$ cat config.mk
export PLATFORM = sky130hd
export DESIGN_NAME = clk_div_ctrl
export DESIGN_NICKNAME = d
export VERILOG_FILES = /design/src/rtl/clk_div_ctrl.sv
export SDC_FILE = /design/constraint.sdc
export NUM_CORES = 1
export LEC_CHECK = 0
export ABC_CLOCK_PERIOD_IN_PS = 4970
export CAP_MARGIN = 20
export CORE_MARGIN = 4
export CORE_UTILIZATION = 40
export CTS_BUF_LIST = sky130_fd_sc_hd__clkbuf_16
export CTS_CLUSTER_SIZE = 24
export DETAILED_ROUTE_END_ITERATION = 8
export SETUP_SLACK_MARGIN = 0.05
export SYNTH_ARGS = -nofsm -noshare
export SYNTH_HDL_FRONTEND = slang
export SYNTH_SLANG_ARGS = --single-unit
$ cat constraint.sdc
create_clock -name clk -period 4.97 [get_ports clk]
set_clock_uncertainty 0.1 [all_clocks]
set_input_delay 0.497 -clock clk [delete_from_list [all_inputs] [get_ports clk]]
set_output_delay 0.497 -clock clk [all_outputs]
set_load 0.05 [all_outputs]
$ cat src/rtl/clk_div_ctrl.sv
// Programmable clock divider with run/stop control; scaled_clk and ticks are registered, one cycle after the deciding edge.
// New half-periods are staged and applied at the falling toggle; cfg_ready drops while one is staged, so the source must hold.
module clk_div_ctrl #(
  parameter int CNT_W        = 8,
  parameter int DEFAULT_HALF = 7
) (
  input  logic             clk,
  input  logic             rst_n,
  input  logic             start,
  input  logic             stop,
  input  logic             cfg_valid,
  input  logic [CNT_W-1:0] cfg_half,
  output logic             cfg_ready,
  output logic             scaled_clk,
  output logic             rise_tick,
  output logic             fall_tick,
  output logic             busy,
  output logic [CNT_W-1:0] cur_half
);

  typedef enum logic [1:0] {
    IDLE,
    RUN,
    STOPPING
  } state_t;

  state_t           state;
  logic [CNT_W-1:0] counter;
  logic [CNT_W-1:0] pend_half;
  logic             pend_valid;
  logic             cfg_xfer;
  logic             at_top;
  logic [CNT_W-1:0] exit_half;

  assign cfg_ready = !pend_valid;
  assign cfg_xfer  = cfg_valid && cfg_ready;
  assign busy      = (state != IDLE) || pend_valid;
  assign at_top    = (counter == cur_half);

  // On return to IDLE nothing may stay staged: a same-cycle transfer lands directly in cur_half.
  assign exit_half = pend_valid ? pend_half : (cfg_xfer ? cfg_half : cur_half);

  always_ff @(posedge clk) begin
    if (!rst_n) begin
      state      <= IDLE;
      counter    <= '0;
      scaled_clk <= 1'b0;
      rise_tick  <= 1'b0;
      fall_tick  <= 1'b0;
      cur_half   <= CNT_W'(DEFAULT_HALF);
      pend_half  <= '0;
      pend_valid <= 1'b0;
    end else begin
      rise_tick <= 1'b0;
      fall_tick <= 1'b0;
      case (state)
        IDLE: begin
          counter    <= '0;
          scaled_clk <= 1'b0;
          if (cfg_xfer) cur_half <= cfg_half;
          if (start && !stop) state <= RUN;
        end
        RUN, STOPPING: begin
          if (state == RUN && stop && !scaled_clk) begin
            state      <= IDLE;
            counter    <= '0;
            cur_half   <= exit_half;
            pend_valid <= 1'b0;
          end else if (at_top) begin
            counter    <= '0;
            scaled_clk <= ~scaled_clk;
            if (scaled_clk) begin
              fall_tick <= 1'b1;
              // A stop landing on the falling toggle is already a clean boundary.
              if (state == STOPPING || stop) begin
                state      <= IDLE;
                cur_half   <= exit_half;
                pend_valid <= 1'b0;
              end else if (pend_valid) begin
                cur_half   <= pend_half;
                pend_valid <= 1'b0;
              end else if (cfg_xfer) begin
                pend_half  <= cfg_half;
                pend_valid <= 1'b1;
              end
            end else begin
              rise_tick <= 1'b1;
              if (cfg_xfer) begin
                pend_half  <= cfg_half;
                pend_valid <= 1'b1;
              end
            end
          end else begin
            counter <= counter + CNT_W'(1);
            if (cfg_xfer) begin
              pend_half  <= cfg_half;
              pend_valid <= 1'b1;
            end
            if (state == RUN && stop) state <= STOPPING;
          end
        end
        default: state <= IDLE;
      endcase
    end
  end

endmodule
==> results of run 1 <==
-- flip-flops by register name, summed over array words and instances (netlist names) --
| register | flops |
|---|---|
| state | 2 |
| fall_tick | 1 |
| cur_half | 8 |
| pend_valid | 1 |
| counter | 8 |
| pend_half | 8 |
| scaled_clk | 1 |
| rise_tick | 1 |
-- layout by cell type (no fill, tap or decap), types with 4 or more instances in the layout --
| master | instances |
|---|---|
| and3_1 | 6 |
| o21ai_0 | 11 |
| xor2_1 | 10 |
| a31oi_1 | 4 |
| a21boi_0 | 4 |
| a21oi_1 | 5 |
| o221a_2 | 4 |
| xnor2_1 | 5 |
| dfxtp_1 | 30 |
| clkdlybuf4s50_1 | 25 |
| clkbuf_16 | 5 |
| nand3_1 | 10 |
| mux2i_1 | 4 |
| nor2_1 | 15 |
| inv_1 | 12 |
| nand2_1 | 21 |
| ha_1 | 5 |
-- logic make-up after synthesis --
kind of cell / after synthesis / synth area share, %
buf+inv: 21 / 5.555
mux: 4 / 2.577
simple gates: 63 / 21.26
flops: 30 / 38.65
compound gates: 41 / 19.48
fa+ha+maj: 5 / 4.026
xor+xnor: 15 / 8.454
-- path summary, 6_finish.rpt --
check | endpoint | startpoint | cells after the start
setup / recovery | busy | state[0] | 4
hold / removal | pend_half[5] | pend_half[5] | 2
setup reg to reg | state[1] | cur_half[3] | 5
hold reg to reg | pend_half[5] | pend_half[5] | 2
-- tightest hold or removal path: stages (launching register included) --
cell and delay [ns]:
dfxtp_1 0.30, nand2_1 0.05, o21ai_0 0.06
-- power by group through the flow --
stage               logic [uW]  clock network [uW]  registers (uW)
detailed placement         613                   0             354
CTS                        616                 296             349
global route               673                 303             357
global placement           606                   0             352
finish                     623                 289             349
floorplan                  377                   0             434
-- metal layers --
layer,global-route usage (%),wire [um],vias to the layer above
li1,-,-,681
met2,22.77,1505,28
met4,8.723,75,0
met1,17.37,1556,608
met5,0,0,-
met3,3.885,163,8
-- area by class of cell --
cell class              instances  area share (%)
clock inverters                 3          0.8115
well taps                      48           2.996
repair buffers                 28           14.48
clock buffers                   5           6.242
multi-input cells             128           43.26
inverters                      12           2.247
flip-flops and latches         30           29.96
-- through the flow --
step	hold slack [ns]	area, um2
finish	0.3593	2004
global route	0.3721	2004
CTS	0.3599	1964
detailed placement	0.3530	1823
global placement	0.3484	1823
floorplan	0.3361	1554
==> impl_metrics.toml, run 1 <==
[outcome]
status = "complete, no violations"

[sta]
grt_setup_unrepaired = "no"
final_max_slew_viol_count = 0
setup-tns-final_ns = 0
timing.final.hold_violations = 0
worstMarginPinSlew_ns = 0.8880
setup_viol = 0
period_share_pct = 50.93
timing.fmax_ghz = 0.3951
layout_setup_ws_ns = 2.439
fin_crit_ns = 2.531
slew_headroom_pct = 40.31

[place]
place_inst = 243
gp_congestion = 0.8263
dp_slack_ns = 1.933
hpwl_um = 2393
portBuffers = 25

[floorplanning]
die_area_um2 = 4946
die-width_um = 70.33
design.core.area_um2 = 3716
ios = 26
rows = 22
dieHeight_um = 70.33
start_util_pct = 41.82

[logic_synthesis]
avgSynthCellArea_um2 = 8.682
ys.flop_type = "dfxtp_1"
ys_ff_latch = 30
synth_commonest_cells = "dfxtp_1, nand2_1, nor2_1"
yosysMostFrequentCell = "dfxtp_1"
synth_area_um2 = 1554
ys_async_sr_fraction_pct = 0
synth_top_area_share_pct = 38.65
ys_warn_count = 0
synth_area_leaders = "dfxtp_1, xor2_1, nand2_1, ha_1, nor2_1"
syn_inst = 179
synthesis.nets = 197
seq_area_frac_synth_pct = 38.65
synth_edf_count = 0
yosys.area.top_type = "dfxtp_1"
yosysUniqueCellTypes = 35

[routing]
wire_per_inst_um = 12.99
vias = 1325
route.detailed.drc = 0
vias_per_cell = 5.217
drt-pass1-iter-count = 4
drt_iter0_drc = 81
final_antenna_net_count = 0
routed_wl_um = 3300

[job]
cap_violations = 0

[global_routing]
grt_pass1_wl_um = 5692
grt_use_total_pct = 14.45
antenna_found_initial = 0
grt_start_max_net_pins = 36
grt_pass1_vias = 1295
grt-ovfl-total = 0

[cts]
cts_resized = 0
numCtsBuffers = 5
clkTransAtPathRegs_ns = 0.05
post-cts-setup-buffers = 0
cts_buffer_depth = 2
postCtsHoldBufs = 0
cts_tree = "done"
cts_sinks = 30
clock_latency_ns = 0.28
cts.root.buffer_cell = "clkbuf_16"
htree_num_levels = 2

[finish]
multi_input_area_um2 = 867.1
utilization_pct = 53.94
drive_above_1_share_pct = 11.17
fin_cells = 254
nets = 223
n_antenna_cell = 0
regArea_um2 = 600.6
area.growth.synth_to_final_pct = 28.99
fillers = 347

[power]
p_leak_uw = 0.0008217
powerDensity_nw_per_um2 = 628.7
irDropWorstVdd_mv = 0.2644
p_comb_share_pct = 49.4
switchingPower_uw = 552.6
power_uw = 1260
pwr-share-clk_pct = 22.9
seq_power_share_pct = 27.7
p_int_uw = 707.6
swShare_pct = 43.85

[worst_hold_path]
hold_path_class = "flop to flop"

[worst_setup_path]
crit_type = "flop to output pin"
cp.arrival_ns = 1.93
crit_required_ns = 4.37
slowest_delay_ns = 0.80
crit_chain = "inv_1 -> ha_1 -> nand2_1 -> clkdlybuf4s50_1"
reg2reg_slack_ns = 2.61
slowest_stage = "clkdlybuf4s50_1"
critPathTopFamily = "buffers and inverters"
cp_max_fo = 5
end_kind = "output pin"
crit_buf_inv = 2
cp-start-kind = "flop"
Power figures use the tool's default switching activity.
==> run 2: changes to the inputs <==
--- a/config.mk
+++ b/config.mk
@@ -5,13 +5,14 @@
 export SDC_FILE = /design/constraint.sdc
 export NUM_CORES = 1
 export LEC_CHECK = 0
-export ABC_CLOCK_PERIOD_IN_PS = 4970
+export ABC_CLOCK_PERIOD_IN_PS = 2200
 export CAP_MARGIN = 20
 export CORE_MARGIN = 4
 export CORE_UTILIZATION = 40
 export CTS_BUF_LIST = sky130_fd_sc_hd__clkbuf_16
 export CTS_CLUSTER_SIZE = 24
 export DETAILED_ROUTE_END_ITERATION = 8
+export PLACE_DENSITY = 0.65
 export SETUP_SLACK_MARGIN = 0.05
 export SYNTH_ARGS = -nofsm -noshare
 export SYNTH_HDL_FRONTEND = slang
==> constraint.sdc (replaced) <==
create_clock -name clk -period 2.2 [get_ports clk]
set_clock_uncertainty 0.1 [all_clocks]
set_input_delay 0.22 -clock clk [delete_from_list [all_inputs] [get_ports clk]]
set_output_delay 0.22 -clock clk [all_outputs]
set_load 0.05 [all_outputs]
==> run 2 against run 1 <==
  * Die area unchanged
  * Clock-buffer cell count unchanged
  * Critical path depth shrank 3
  * Setup slack worse by 2.2 ns
  * Sequential power increased by 130%
  * Non-clock buffer count grew 6
  * Sequential share of layout area is 1.3 points lower
  * First-iteration DRC count increased by 8.6%
==> impl_metrics.toml, run 2 (same netlist as run 1, synthesis figures left out) <==
[outcome]
status = "complete, no violations"

[worst_setup_path]
cp.arrival_ns = 1.67
crit_required_ns = 1.88
end_kind = "output pin"
crit_chain = "clkdlybuf4s50_1"
slowest_stage = "clkdlybuf4s50_1"
crit_buf_inv = 1
cp_max_fo = 11
slowest_delay_ns = 0.88
cp-start-kind = "flop"
crit_type = "flop to output pin"
reg2reg_slack_ns = 0.21
critPathTopFamily = "buffers and inverters"

[power]
irDropWorstVdd_mv = 0.7075
powerDensity_nw_per_um2 = 1520
p_leak_uw = 0.0008732

[cts]
post-cts-setup-buffers = 0
cts_sinks = 30
cts_tree = "done"
numCtsBuffers = 5
cts_buffer_depth = 2
clock_latency_ns = 0.27
clkTransAtPathRegs_ns = 0.05
cts.root.buffer_cell = "clkbuf_16"
postCtsHoldBufs = 0
cts_resized = 0
htree_num_levels = 2

[finish]
multi_input_area_um2 = 894.6
fillers = 330
nets = 229
final_common_cell = "dfxtp_1"
n_antenna_cell = 0
fin_cells = 260
mostFrequentLayoutCells = "dfxtp_1, clkdlybuf4s50_1, nand2_1, nor2_1, inv_1"
regArea_um2 = 603.1
largestRegisters = "counter (8), cur_half (8), pend_half (8)"
area.growth.synth_to_final_pct = 35.43
drive_above_1_share_pct = 16.04

[sta]
timing.final.hold_violations = 0
final_max_slew_viol_count = 0
setup_viol = 0
grt_setup_unrepaired = "no"
fin_crit_ns = 1.994
period_share_pct = 90.62
worstMarginPinSlew_ns = 0.5012
slew_headroom_pct = 66.48
timing.fmax_ghz = 0.5016
setup-tns-final_ns = 0

[floorplanning]
rows = 22
die-width_um = 70.33
dieHeight_um = 70.33
die_area_um2 = 4946
design.core.area_um2 = 3716
ios = 26
start_util_pct = 41.82

[global_routing]
grt_use_total_pct = 15.17
grt_pass1_wl_um = 5920
grt_start_max_net_pins = 27
grt_pass1_vias = 1283
antenna_found_initial = 0
grt-ovfl-total = 0

[place]
gp_congestion = 0.7962
hpwl_um = 2527
place_inst = 251
portBuffers = 25

[job]
cap_violations = 0

[routing]
wire_per_inst_um = 13.38
vias = 1333
vias_per_cell = 5.127
drt-pass1-iter-count = 4
final_antenna_net_count = 0
drt_iter0_drc = 88
route.detailed.drc = 0
routed_wl_um = 3480

[worst_hold_path]
hold_path_class = "flop to flop"
run 2: cell types whose count changed in the layout (fill, tap and decap cells not counted), moves of 2 or more:
cell / before / now
dfxtp_2: 0 / 2
dfxtp_1: 30 / 28
nor4_4: 0 / 2
buf_4: 1 / 9
bufinv_16: 0 / 2
nor4_2: 2 / 0
run 2: layer usage:
layer | vias to the layer above | part of all wire [%] | wire [um] | GRT usage (%)
met2 | 28 | 46 | 1618 | 23.80
met1 | 602 | 46 | 1611 | 18.89
met5 | - | 0 | 0 | 0
met3 | 8 | 4.7 | 165 | 5.036
li1 | 695 | - | - | -
met4 | 0 | 2.4 | 85 | 6.383
run 2: layout make-up:
cell class	instances	share of cell area [%]
Timing Repair Buffer	34	14.86
Multi-Input combinational cell	128	42.51
Tap cell	48	2.854
Clock buffer	5	5.945
Inverter	12	2.140
Sequential cell	30	28.66
Clock inverter	3	3.032
run 2: path summary, 6_finish.rpt:
check	start	to	cells after the start
setup reg to reg	counter[3]	state[1]	5
hold reg to reg	pend_half[7]	pend_half[7]	2
hold / removal	pend_half[7]	pend_half[7]	2
setup / recovery	scaled_clk	scaled_clk	1
run 2: power by group:
group	internal [uW]	total [uW]	switching, uW
Sequential	674	788	114
Clock	644	881	237
Combinational	582	1530	948
run 2: stage by stage:
| step | area, um2 | utilization (%) | hold slack [ns] | setup slack [ns] | total power [uW] |
|---|---|---|---|---|---|
| after floorplan | 1574 | - | 0.2504 | 0.05041 | 1869 |
| after global placement | 1901 | 51.14 | 0.3481 | 0.1862 | 2258 |
| after detailed placement | 1901 | 51.14 | 0.3530 | 0.1047 | 2296 |
| after CTS | 2090 | 56.23 | 0.3608 | 0.1999 | 3196 |
| after global routing | 2105 | 56.63 | 0.4025 | 0.05963 | 3399 |
| final | 2105 | 56.63 | 0.3588 | 0.2064 | 3198 |
==> run 3: changes to the inputs <==
--- a/config.mk
+++ b/config.mk
@@ -7,6 +7,7 @@
 export LEC_CHECK = 0
 export ABC_CLOCK_PERIOD_IN_PS = 2200
 export CAP_MARGIN = 20
+export CORE_ASPECT_RATIO = 0.5
 export CORE_MARGIN = 4
 export CORE_UTILIZATION = 40
 export CTS_BUF_LIST = sky130_fd_sc_hd__clkbuf_16
==> run 3 against run 2 <==
  * Global-route usage is 0.20 points lower
  * Hold slack worse by 0.0021 ns
  * First-iteration DRC count is 48% lower
  * Design area is 0.36% lower
  * Sequential power is 0.6% higher
  * Sequential share of layout area is 0.10 points higher
==> impl_metrics.toml, run 3 (same netlist as run 1, synthesis figures left out) <==
[outcome]
status = "complete, no violations"

[worst_hold_path]
min_to = "pend_half[7]"
hp-start = "pend_half[7]"
hold_path_class = "flop to flop"
hold_path_depth = 2

[cts]
cts_buffer_depth = 2
cts_tree = "done"
cts_resized = 0
clkTransAtPathRegs_ns = 0.05
post-cts-setup-buffers = 0
clock_latency_ns = 0.27
cts_sinks = 30
numCtsBuffers = 5
cts.root.buffer_cell = "clkbuf_16"
htree_num_levels = 2
postCtsHoldBufs = 0

[sta]
slew_headroom_pct = 66.42
fin_crit_ns = 1.976
hold_ws_ns = 0.3567
grt_setup_unrepaired = "no"
timing.fmax_ghz = 0.5060
period_share_pct = 89.83
timing.final.hold_violations = 0
setup_viol = 0
final_max_slew_viol_count = 0
worstMarginPinSlew_ns = 0.5021
setup-tns-final_ns = 0
layout_setup_ws_ns = 0.2237

[worst_setup_path]
cp_max_fo = 11
end_kind = "output pin"
cp.arrival_ns = 1.66
crit_required_ns = 1.88
r2r_end = "cur_half[6]"
cp-start-kind = "flop"
reg2reg_from = "state[0]"
crit_type = "flop to output pin"
cp_num_cells = 1
crit_chain = "clkdlybuf4s50_1"
critPathTopFamily = "buffers and inverters"
crit_buf_inv = 1
reg2reg_slack_ns = 0.24
r2r_cells = 7
slowest_delay_ns = 0.87
slowest_stage = "clkdlybuf4s50_1"

[finish]
utilization_pct = 58.50
area.growth.synth_to_final_pct = 34.94
nets = 230
drive_above_1_share_pct = 15.96
design_area_um2 = 2097
mostFrequentLayoutCells = "dfxtp_1, clkdlybuf4s50_1, nand2_1, nor2_1, inv_1"
final_common_cell = "dfxtp_1"
fillers = 320
multi_input_area_um2 = 884.6
n_antenna_cell = 0
largestRegisters = "counter (8), cur_half (8), pend_half (8)"
regArea_um2 = 603.1

[floorplanning]
ios = 26
design.core.area_um2 = 3585
die_area_um2 = 5007
die-width_um = 96.15
dieHeight_um = 52.08
start_util_pct = 43.35
rows = 15

[routing]
route.detailed.drc = 0
drt_iter0_drc = 46
drt-pass1-iter-count = 4
vias_per_cell = 5.053
vias = 1334
routed_wl_um = 3297
final_antenna_net_count = 0
wire_per_inst_um = 12.49

[global_routing]
antenna_found_initial = 0
grt_pass1_wl_um = 5630
grt_pass1_vias = 1157
grt-ovfl-total = 0
grt_start_max_net_pins = 29
grt_use_total_pct = 14.97

[place]
dp_slack_ns = 0.2353
portBuffers = 25
hpwl_um = 2539
placed_cell_area_um2 = 1932
gp_congestion = 0.7699

[power]
p_leak_uw = 0.0008739
irDropWorstVdd_mv = 0.4841
powerDensity_nw_per_um2 = 1463

[job]
cap_violations = 0
[run 3: metal layers]
| layer | track usage, % | up-vias | wire [um] |
|---|---|---|---|
| met4 | 6.368 | 0 | 42 |
| met3 | 3.902 | 5 | 124 |
| met2 | 20.91 | 19 | 1377 |
| met5 | 0 | - | 0 |
| met1 | 21.42 | 610 | 1752 |
| li1 | - | 700 | - |
[run 3: power by group]
part / switching (uW) / total, uW / internal [uW]
Combinational: 930 / 1520 / 591
Clock: 226 / 754 / 528
Sequential: 119 / 793 / 674
Total: 1280 / 3070 / 1790
[run 3: worst max path at each step]
stage,startpoint,endpoint,slack [ns]
2_1_floorplan,cur_half[2],state[0],0.05
4_1_cts,scaled_clk,scaled_clk,0.22
3_5_place_dp,stop,cur_half[6],0.24
5_1_grt,state[0],cur_half[2],0.05
3_3_place_gp,stop,cur_half[1],0.23
6_report,scaled_clk,scaled_clk,0.22
[run 3: metrics by stage]
step	power, uW	std cells
after floorplan	1869	179
after global placement	2311	256
after detailed placement	2338	256
after CTS	3105	264
after global routing	3266	264
final	3069	264
[run 3: layout make-up]
cell class	count	area share, %
inverters	12	2.148
flip-flops and latches	30	28.76
clock inverters	3	1.909
clock buffers	5	5.967
multi-input cells	128	42.18
well taps	51	3.043
repair buffers	35	15.99
